<file path="config.mk">
export PLATFORM = sky130hd
export DESIGN_NAME = alu_cmd_sequencer_flat
export DESIGN_NICKNAME = d
export VERILOG_FILES = /design/src/rtl/alu_cmd_sequencer_if.sv /design/src/rtl/alu_cmd_sequencer.sv /design/src/flat_wrapper.sv
export SDC_FILE = /design/constraint.sdc
export NUM_CORES = 1
export LEC_CHECK = 0
export CAP_MARGIN = 20
export CORE_MARGIN = 5
export CORE_UTILIZATION = 38
export CTS_CLUSTER_SIZE = 16
export DETAILED_ROUTE_END_ITERATION = 16
export PLACE_DENSITY = 0.8
export SETUP_SLACK_MARGIN = 0.02
export SKIP_LAST_GASP = 1
export SLEW_MARGIN = 20
export SYNTH_ARGS = -nofsm -noshare
export SYNTH_HDL_FRONTEND = slang
export SYNTH_SLANG_ARGS = --single-unit
</file>
<file path="constraint.sdc">
create_clock -name CLK -period 1.9 [get_ports CLK]
set_input_delay 0.19 -clock CLK [delete_from_list [all_inputs] [get_ports CLK]]
set_output_delay 0.19 -clock CLK [all_outputs]
set_load 0.01 [all_outputs]
</file>
<file path="src/rtl/alu_cmd_sequencer_if.sv">
// alu_cmd_sequencer_if
//   Bundles the three buses around the ALU command sequencer:
//     - request port   : REQ_VALID/REQ_READY plus the operation fields
//     - ALU pin port   : OPA/OPB/CIN/MODE/CMD/IN_VALID/CE out, RES and flags in
//     - response port  : RSP_VALID/RSP_READY plus captured RES and flags
//   modport slave  : the sequencer's view (accepts requests, drives the ALU)
//   modport master : the environment's view (host, consumer and ALU model)
interface alu_cmd_sequencer_if #(
    parameter int N1    = 8,
    parameter int N2    = 4,
    parameter int RES_W = 9
);
    // request
    logic             REQ_VALID;
    logic             REQ_READY;
    logic             REQ_MODE;
    logic [N2-1:0]    REQ_CMD;
    logic [N1-1:0]    REQ_OPA;
    logic [N1-1:0]    REQ_OPB;
    logic             REQ_CIN;
    logic [1:0]       REQ_IN_VALID;
    // ALU pins
    logic [N1-1:0]    OPA;
    logic [N1-1:0]    OPB;
    logic             CIN;
    logic             MODE;
    logic [N2-1:0]    CMD;
    logic [1:0]       IN_VALID;
    logic             CE;
    logic [RES_W-1:0] RES;
    logic             COUT;
    logic             OFLOW;
    logic             G;
    logic             E;
    logic             L;
    logic             ERR;
    // response
    logic             RSP_VALID;
    logic             RSP_READY;
    logic [RES_W-1:0] RSP_RES;
    logic [5:0]       RSP_FLAGS;

    modport slave (
        input  REQ_VALID, REQ_MODE, REQ_CMD, REQ_OPA, REQ_OPB, REQ_CIN, REQ_IN_VALID,
        output REQ_READY,
        output OPA, OPB, CIN, MODE, CMD, IN_VALID, CE,
        input  RES, COUT, OFLOW, G, E, L, ERR,
        output RSP_VALID, RSP_RES, RSP_FLAGS,
        input  RSP_READY
    );

    modport master (
        output REQ_VALID, REQ_MODE, REQ_CMD, REQ_OPA, REQ_OPB, REQ_CIN, REQ_IN_VALID,
        input  REQ_READY,
        input  OPA, OPB, CIN, MODE, CMD, IN_VALID, CE,
        output RES, COUT, OFLOW, G, E, L, ERR,
        input  RSP_VALID, RSP_RES, RSP_FLAGS,
        output RSP_READY
    );
endinterface

</file>
<file path="src/rtl/alu_cmd_sequencer.sv">
// alu_cmd_sequencer
//   Hardware initiator for one ALU instance. Accepts one operation on the request
//   port, drives the ALU pins for the command's latency, captures RES and flags and
//   returns them on the response port. One operation in flight at a time.
// Ports
//   CLK      clock, all logic on posedge
//   RST      synchronous active-high reset
//   bus      alu_cmd_sequencer_if.slave (request, ALU pins, response)
//   ERR_CLR  leaves HALT (error-stop build only, otherwise unused)
//   HALTED   error-stop state indicator (tied 0 unless error-stop build)
// Build option
//   ALU_SEQ_ERRSTOP_EN : when defined, handing off a response with FLAGS[0]=1
//   parks the sequencer in HALT until ERR_CLR is pulsed.
// Parameters
//   N1/N2/RES_W must match the ALU; MUL_LAT (1..15) is the multiply latency.
module alu_cmd_sequencer #(
    parameter int N1      = 8,
    parameter int N2      = 4,
    parameter int RES_W   = 9,
    parameter int MUL_LAT = 2
) (
    input  logic                CLK,
    input  logic                RST,
    alu_cmd_sequencer_if.slave  bus,
    input  logic                ERR_CLR,
    output logic                HALTED
);

    typedef enum logic [2:0] {
        S_IDLE  = 3'd0,
        S_ISSUE = 3'd1,
        S_WAIT  = 3'd2,
        S_RESP  = 3'd3,
        S_HALT  = 3'd4
    } state_t;

    state_t           state_q, state_d;
    logic [3:0]       cnt_q, cnt_d;
    logic [3:0]       lat_q, lat_d;
    logic [N1-1:0]    opa_q, opa_d;
    logic [N1-1:0]    opb_q, opb_d;
    logic             cin_q, cin_d;
    logic             mode_q, mode_d;
    logic [N2-1:0]    cmd_q, cmd_d;
    logic [1:0]       in_valid_q, in_valid_d;
    logic [RES_W-1:0] rsp_res_q, rsp_res_d;
    logic [5:0]       rsp_flags_q, rsp_flags_d;

    logic             req_fire;
    logic             rsp_fire;
    logic             is_mul;

    assign req_fire = bus.REQ_VALID && (state_q == S_IDLE);
    assign rsp_fire = bus.RSP_READY && (state_q == S_RESP);
    assign is_mul   = bus.REQ_MODE && ((bus.REQ_CMD == N2'(9)) || (bus.REQ_CMD == N2'(10)));

    always_comb begin
        state_d     = state_q;
        cnt_d       = cnt_q;
        lat_d       = lat_q;
        opa_d       = opa_q;
        opb_d       = opb_q;
        cin_d       = cin_q;
        mode_d      = mode_q;
        cmd_d       = cmd_q;
        in_valid_d  = in_valid_q;
        rsp_res_d   = rsp_res_q;
        rsp_flags_d = rsp_flags_q;

        case (state_q)
            S_IDLE: begin
                if (req_fire) begin
                    if (bus.REQ_IN_VALID == 2'b00) begin
                        // Nothing valid to operate on: answer locally with ERR and
                        // leave the ALU pins untouched.
                        rsp_res_d   = '0;
                        rsp_flags_d = 6'b000001;
                        state_d     = S_RESP;
                    end else begin
                        opa_d      = bus.REQ_OPA;
                        opb_d      = bus.REQ_OPB;
                        cin_d      = bus.REQ_CIN;
                        mode_d     = bus.REQ_MODE;
                        cmd_d      = bus.REQ_CMD;
                        in_valid_d = bus.REQ_IN_VALID;
                        lat_d      = is_mul ? 4'(MUL_LAT) : 4'd1;
                        state_d    = S_ISSUE;
                    end
                end
            end
            S_ISSUE: begin
                cnt_d   = lat_q;
                state_d = S_WAIT;
            end
            S_WAIT: begin
                // cnt==1 marks the last CE cycle: ALU outputs are valid at this edge.
                if (cnt_q == 4'd1) begin
                    rsp_res_d   = bus.RES;
                    rsp_flags_d = {bus.COUT, bus.OFLOW, bus.G, bus.E, bus.L, bus.ERR};
                    in_valid_d  = 2'b00;
                    state_d     = S_RESP;
                end
                cnt_d = cnt_q - 4'd1;
            end
            S_RESP: begin
                if (rsp_fire) begin
`ifdef ALU_SEQ_ERRSTOP_EN
                    state_d = rsp_flags_q[0] ? S_HALT : S_IDLE;
`else
                    state_d = S_IDLE;
`endif
                end
            end
`ifdef ALU_SEQ_ERRSTOP_EN
            S_HALT: begin
                if (ERR_CLR) state_d = S_IDLE;
            end
`endif
            default: state_d = S_IDLE;
        endcase
    end

    always_ff @(posedge CLK) begin
        if (RST) begin
            state_q     <= S_IDLE;
            cnt_q       <= '0;
            lat_q       <= '0;
            opa_q       <= '0;
            opb_q       <= '0;
            cin_q       <= 1'b0;
            mode_q      <= 1'b0;
            cmd_q       <= '0;
            in_valid_q  <= 2'b00;
            rsp_res_q   <= '0;
            rsp_flags_q <= '0;
        end else begin
            state_q     <= state_d;
            cnt_q       <= cnt_d;
            lat_q       <= lat_d;
            opa_q       <= opa_d;
            opb_q       <= opb_d;
            cin_q       <= cin_d;
            mode_q      <= mode_d;
            cmd_q       <= cmd_d;
            in_valid_q  <= in_valid_d;
            rsp_res_q   <= rsp_res_d;
            rsp_flags_q <= rsp_flags_d;
        end
    end

    assign bus.REQ_READY = (state_q == S_IDLE);
    assign bus.CE        = (state_q == S_ISSUE) || (state_q == S_WAIT);
    assign bus.OPA       = opa_q;
    assign bus.OPB       = opb_q;
    assign bus.CIN       = cin_q;
    assign bus.MODE      = mode_q;
    assign bus.CMD       = cmd_q;
    assign bus.IN_VALID  = in_valid_q;
    assign bus.RSP_VALID = (state_q == S_RESP);
    assign bus.RSP_RES   = rsp_res_q;
    assign bus.RSP_FLAGS = rsp_flags_q;

`ifdef ALU_SEQ_ERRSTOP_EN
    assign HALTED = (state_q == S_HALT);
`else
    logic unused_err_clr;
    assign unused_err_clr = ERR_CLR;
    assign HALTED         = 1'b0;
`endif

endmodule
</file>
<file path="src/flat_wrapper.sv">
// flat-port wrapper written by rule: the top's interface ports become plain ports
module alu_cmd_sequencer_flat 
#(
    parameter int N1      = 8,
    parameter int N2      = 4,
    parameter int RES_W   = 9,
    parameter int MUL_LAT = 2
)
  (CLK, RST, ERR_CLR, HALTED, bus_REQ_VALID, bus_REQ_MODE, bus_REQ_CMD, bus_REQ_OPA, bus_REQ_OPB, bus_REQ_CIN, bus_REQ_IN_VALID, bus_REQ_READY, bus_OPA, bus_OPB, bus_CIN, bus_MODE, bus_CMD, bus_IN_VALID, bus_CE, bus_RES, bus_COUT, bus_OFLOW, bus_G, bus_E, bus_L, bus_ERR, bus_RSP_VALID, bus_RSP_RES, bus_RSP_FLAGS, bus_RSP_READY);
  alu_cmd_sequencer_if #(.N1(N1), .N2(N2), .RES_W(RES_W)) bus_i ();
  input  logic CLK;
  input  logic RST;
  input  logic ERR_CLR;
  output logic HALTED;
  input wire logic [$bits(bus_i.REQ_VALID)-1:0] bus_REQ_VALID;
  input wire logic [$bits(bus_i.REQ_MODE)-1:0] bus_REQ_MODE;
  input wire logic [$bits(bus_i.REQ_CMD)-1:0] bus_REQ_CMD;
  input wire logic [$bits(bus_i.REQ_OPA)-1:0] bus_REQ_OPA;
  input wire logic [$bits(bus_i.REQ_OPB)-1:0] bus_REQ_OPB;
  input wire logic [$bits(bus_i.REQ_CIN)-1:0] bus_REQ_CIN;
  input wire logic [$bits(bus_i.REQ_IN_VALID)-1:0] bus_REQ_IN_VALID;
  output wire logic [$bits(bus_i.REQ_READY)-1:0] bus_REQ_READY;
  output wire logic [$bits(bus_i.OPA)-1:0] bus_OPA;
  output wire logic [$bits(bus_i.OPB)-1:0] bus_OPB;
  output wire logic [$bits(bus_i.CIN)-1:0] bus_CIN;
  output wire logic [$bits(bus_i.MODE)-1:0] bus_MODE;
  output wire logic [$bits(bus_i.CMD)-1:0] bus_CMD;
  output wire logic [$bits(bus_i.IN_VALID)-1:0] bus_IN_VALID;
  output wire logic [$bits(bus_i.CE)-1:0] bus_CE;
  input wire logic [$bits(bus_i.RES)-1:0] bus_RES;
  input wire logic [$bits(bus_i.COUT)-1:0] bus_COUT;
  input wire logic [$bits(bus_i.OFLOW)-1:0] bus_OFLOW;
  input wire logic [$bits(bus_i.G)-1:0] bus_G;
  input wire logic [$bits(bus_i.E)-1:0] bus_E;
  input wire logic [$bits(bus_i.L)-1:0] bus_L;
  input wire logic [$bits(bus_i.ERR)-1:0] bus_ERR;
  output wire logic [$bits(bus_i.RSP_VALID)-1:0] bus_RSP_VALID;
  output wire logic [$bits(bus_i.RSP_RES)-1:0] bus_RSP_RES;
  output wire logic [$bits(bus_i.RSP_FLAGS)-1:0] bus_RSP_FLAGS;
  input wire logic [$bits(bus_i.RSP_READY)-1:0] bus_RSP_READY;
  assign bus_i.REQ_VALID = bus_REQ_VALID;
  assign bus_i.REQ_MODE = bus_REQ_MODE;
  assign bus_i.REQ_CMD = bus_REQ_CMD;
  assign bus_i.REQ_OPA = bus_REQ_OPA;
  assign bus_i.REQ_OPB = bus_REQ_OPB;
  assign bus_i.REQ_CIN = bus_REQ_CIN;
  assign bus_i.REQ_IN_VALID = bus_REQ_IN_VALID;
  assign bus_REQ_READY = bus_i.REQ_READY;
  assign bus_OPA = bus_i.OPA;
  assign bus_OPB = bus_i.OPB;
  assign bus_CIN = bus_i.CIN;
  assign bus_MODE = bus_i.MODE;
  assign bus_CMD = bus_i.CMD;
  assign bus_IN_VALID = bus_i.IN_VALID;
  assign bus_CE = bus_i.CE;
  assign bus_i.RES = bus_RES;
  assign bus_i.COUT = bus_COUT;
  assign bus_i.OFLOW = bus_OFLOW;
  assign bus_i.G = bus_G;
  assign bus_i.E = bus_E;
  assign bus_i.L = bus_L;
  assign bus_i.ERR = bus_ERR;
  assign bus_RSP_VALID = bus_i.RSP_VALID;
  assign bus_RSP_RES = bus_i.RSP_RES;
  assign bus_RSP_FLAGS = bus_i.RSP_FLAGS;
  assign bus_i.RSP_READY = bus_RSP_READY;
  alu_cmd_sequencer #(.N1(N1), .N2(N2), .RES_W(RES_W), .MUL_LAT(MUL_LAT)) u_core (.CLK(CLK), .RST(RST), .bus(bus_i), .ERR_CLR(ERR_CLR), .HALTED(HALTED));
endmodule
</file>
==> metrics.txt <==
initial antenna violation count=0; First-pass DRT Iterations=4; grt total ovfl=0; full die area=6913 um2; Gate power share=44.9%; type of the most critical hold path=primary input to register; Fillers=474; slew at the pin closest to its max-slew limit=0.5575 ns; Pwr Density=1174 nW/um2; hpwl dp=3842 um; clk_lat worst skew=0.30 ns; CP endpoint kind=register; reg2reg path depth=5; Ys Warns=0; Hold Fails Final Rpt=0; Internal Pwr Total=2.376 mW; Min Clock Period, post-route=1.779 ns; Die X=83.15 um; Inserted Diodes=0; pin count of the biggest net entering global routing=38; port buffer count=84; number of global-route vias before repair=1892; DR vias=1880; clk_skew=0.01138 ns; routed wire length=5382 um; Worst VDD drop=0.5793 mV; Synth area leaders=dfxtp_1 (46%), nand2_1 (12%), mux2i_1 (9.8%); Yosys cell types=34; IO Pins=87; Max-slew headroom=62.78%; FMAX=0.5620 GHz; dominant synthesized flop cell=dfxtp_1; Final ANT Viol Nets=0; core area=5140 um2; commonest non-fill, non-tap cell in the layout=clkdlybuf4s50_1; die span in y=83.15 um; WP data required=2.12 ns; total track usage=15.73%; Net Count, Synth=288; sequential area share after synthesis=46.28%; Initial DRC Count=94; share of post-route cells with drive strength above 1=8.050%; global-route wire length before repair=9094 um; area leader, netlist=dfxtp_1; post-synthesis async set-or-reset flop share=0%; Num Clock Sinks=47; share of the synthesized area in the top cell type=46.28%; final period utilization=93.65%; MaxCap Viol Count=0; RSZ-0062 raised after global routing=true; Sw Share=34.67%; clk root buf=clkbuf_8; GPL Wtd Cong=0.7533; CTS H-tree depth=2; postcts setup bufs=0; crit path kind=register to register; Seq pwr share=34.0%; area delta synth->final=52.37%; Vias/cell=4.784; starting density of the core=39.56%; outcome=complete, no violations; fin cells=393; most frequent cells in the layout=clkdlybuf4s50_1 (83), nand2_1 (65), dfxtp_1 (45), a21oi_1 (25), mux2i_1 (20); NumNets Final=372; setup TNS=0 ns; Synth Area per Inst=8.543 um2; row count=26; Netlist Area Pre-Place=2033 um2; #FFs+latches synth=47; EDFF count, synth=0; cells after synthesis=238; hold path depth=3; Inserted Clock Buffers=5; buffer levels on the longest clock path=2; sw power=1.261 mW; Clock power frac=21.2%; Reg clk slew, reported paths=0.10 ns; final core area utilization=60.27%; Startpoint Class=register; # setup viols final=0; critical path arrival=2.00 ns; WL/cell=13.69 um; max-slew violation count=0; top fanout value on the critical path=8; DRC=0; Pleak=1.118 nW; CTS tree=yes; post-placement cell count=385
state kept, by name, indices dropped and copies added, names as in the netlist:
register              flops
u_core.bus.IN_VALID       2
u_core.state_q            2
u_core.lat_q              2
u_core.bus.OPA            8
u_core.bus.RSP_FLAGS      6
u_core.bus.OPB            8
u_core.bus.CMD            4
u_core.bus.MODE           1
u_core.bus.CIN            1
u_core.cnt_q              4
u_core.bus.RSP_RES        9
critical path, stage by stage, from the launching register on:
cell,delay (ns)
dfxtp_1,0.40
ha_1,0.20
or3b_4,0.42
a211oi_4,0.28
buf_6,0.20
mux2i_1,0.20
power by group through the flow:
stage	combinational, mW	clock [mW]	sequential [mW]
global placement	1.54	0	1.24
CTS	1.59	0.784	1.23
finish	1.63	0.769	1.24
detailed placement	1.57	0	1.25
global route	1.79	0.829	1.25
floorplan	0.908	0	1.29
routing by layer:
metal	vias up	wire [um]	GRT usage, %
met5	-	0	0
met4	0	60	4.606
met3	6	326	5.248
met2	51	2631	26.75
met1	856	2363	18.80
li1	967	-	-
path summary, 6_finish.rpt:
path	from	end	slack [ns]
worst min register to register	u_core.bus.CIN	u_core.bus.CIN	0.46
worst max register to register	u_core.cnt_q[0]	u_core.bus.RSP_RES[2]	0.12
worst min-delay path	bus_REQ_OPB[7]	u_core.bus.OPB[7]	0.42
worst max-delay path	u_core.cnt_q[0]	u_core.bus.RSP_RES[2]	0.12
cells in the mapped netlist, types with 2 or more instances:
master    number
buf_1          3
nor3b_1        2
dfxtp_1       47
clkbuf_1      10
nor2_1         2
inv_1          7
nor2b_1        2
o21ai_0        3
a21oi_1       25
mux2i_1       20
o211ai_1       4
a211oi_1       2
nand2_1       65
nand3_1       17
ha_1           6
nand2b_1       2
nand4b_1       2
nor3_1         2
o21a_1         2
area by class of cell:
| type | count | area, um2 | area share (%) |
|---|---|---|---|
| multi-input combinational | 168 | 1008 | 32.55 |
| sequential | 47 | 943.4 | 30.45 |
| timing repair buffer | 92 | 910.9 | 29.40 |
| tap | 70 | 87.58 | 2.827 |
| clock buffer | 6 | 82.58 | 2.666 |
| clock inverter | 2 | 35.03 | 1.131 |
| inverter | 8 | 30.03 | 0.9693 |
per-stage QoR:
| step | cell area [um2] | hold slack (ns) | power (mW) | setup WS (ns) |
|---|---|---|---|---|
| floorplan | 2033 | 0.3260 | 2.195 | 0.1075 |
| global placement | 2950 | 0.4416 | 2.785 | 0.1431 |
| CTS | 3070 | 0.4174 | 3.606 | 0.02827 |
| detailed placement | 2950 | 0.4468 | 2.823 | 0.06960 |
| finish | 3098 | 0.4244 | 3.637 | 0.1206 |
| global route | 3098 | 0.4198 | 3.870 | 0.006322 |
kinds of logic after synthesis:
logic type / Yosys count / synth area share (%)
compound gates: 42 / 12.92
xor+xnor: 1 / 0.4308
fa+ha+maj: 6 / 3.692
buf+inv: 23 / 4.985
flops: 47 / 46.28
mux: 20 / 9.846
other cells: 1 / 0.1844
simple gates: 98 / 21.66
repair_timing:
item                       CTS  global route
hold buffers                 0             0
resized for setup            1             8
pin swaps                    0             1
setup endpoints to repair    1            35
Note: power is estimated with default switching activity, not from simulation.
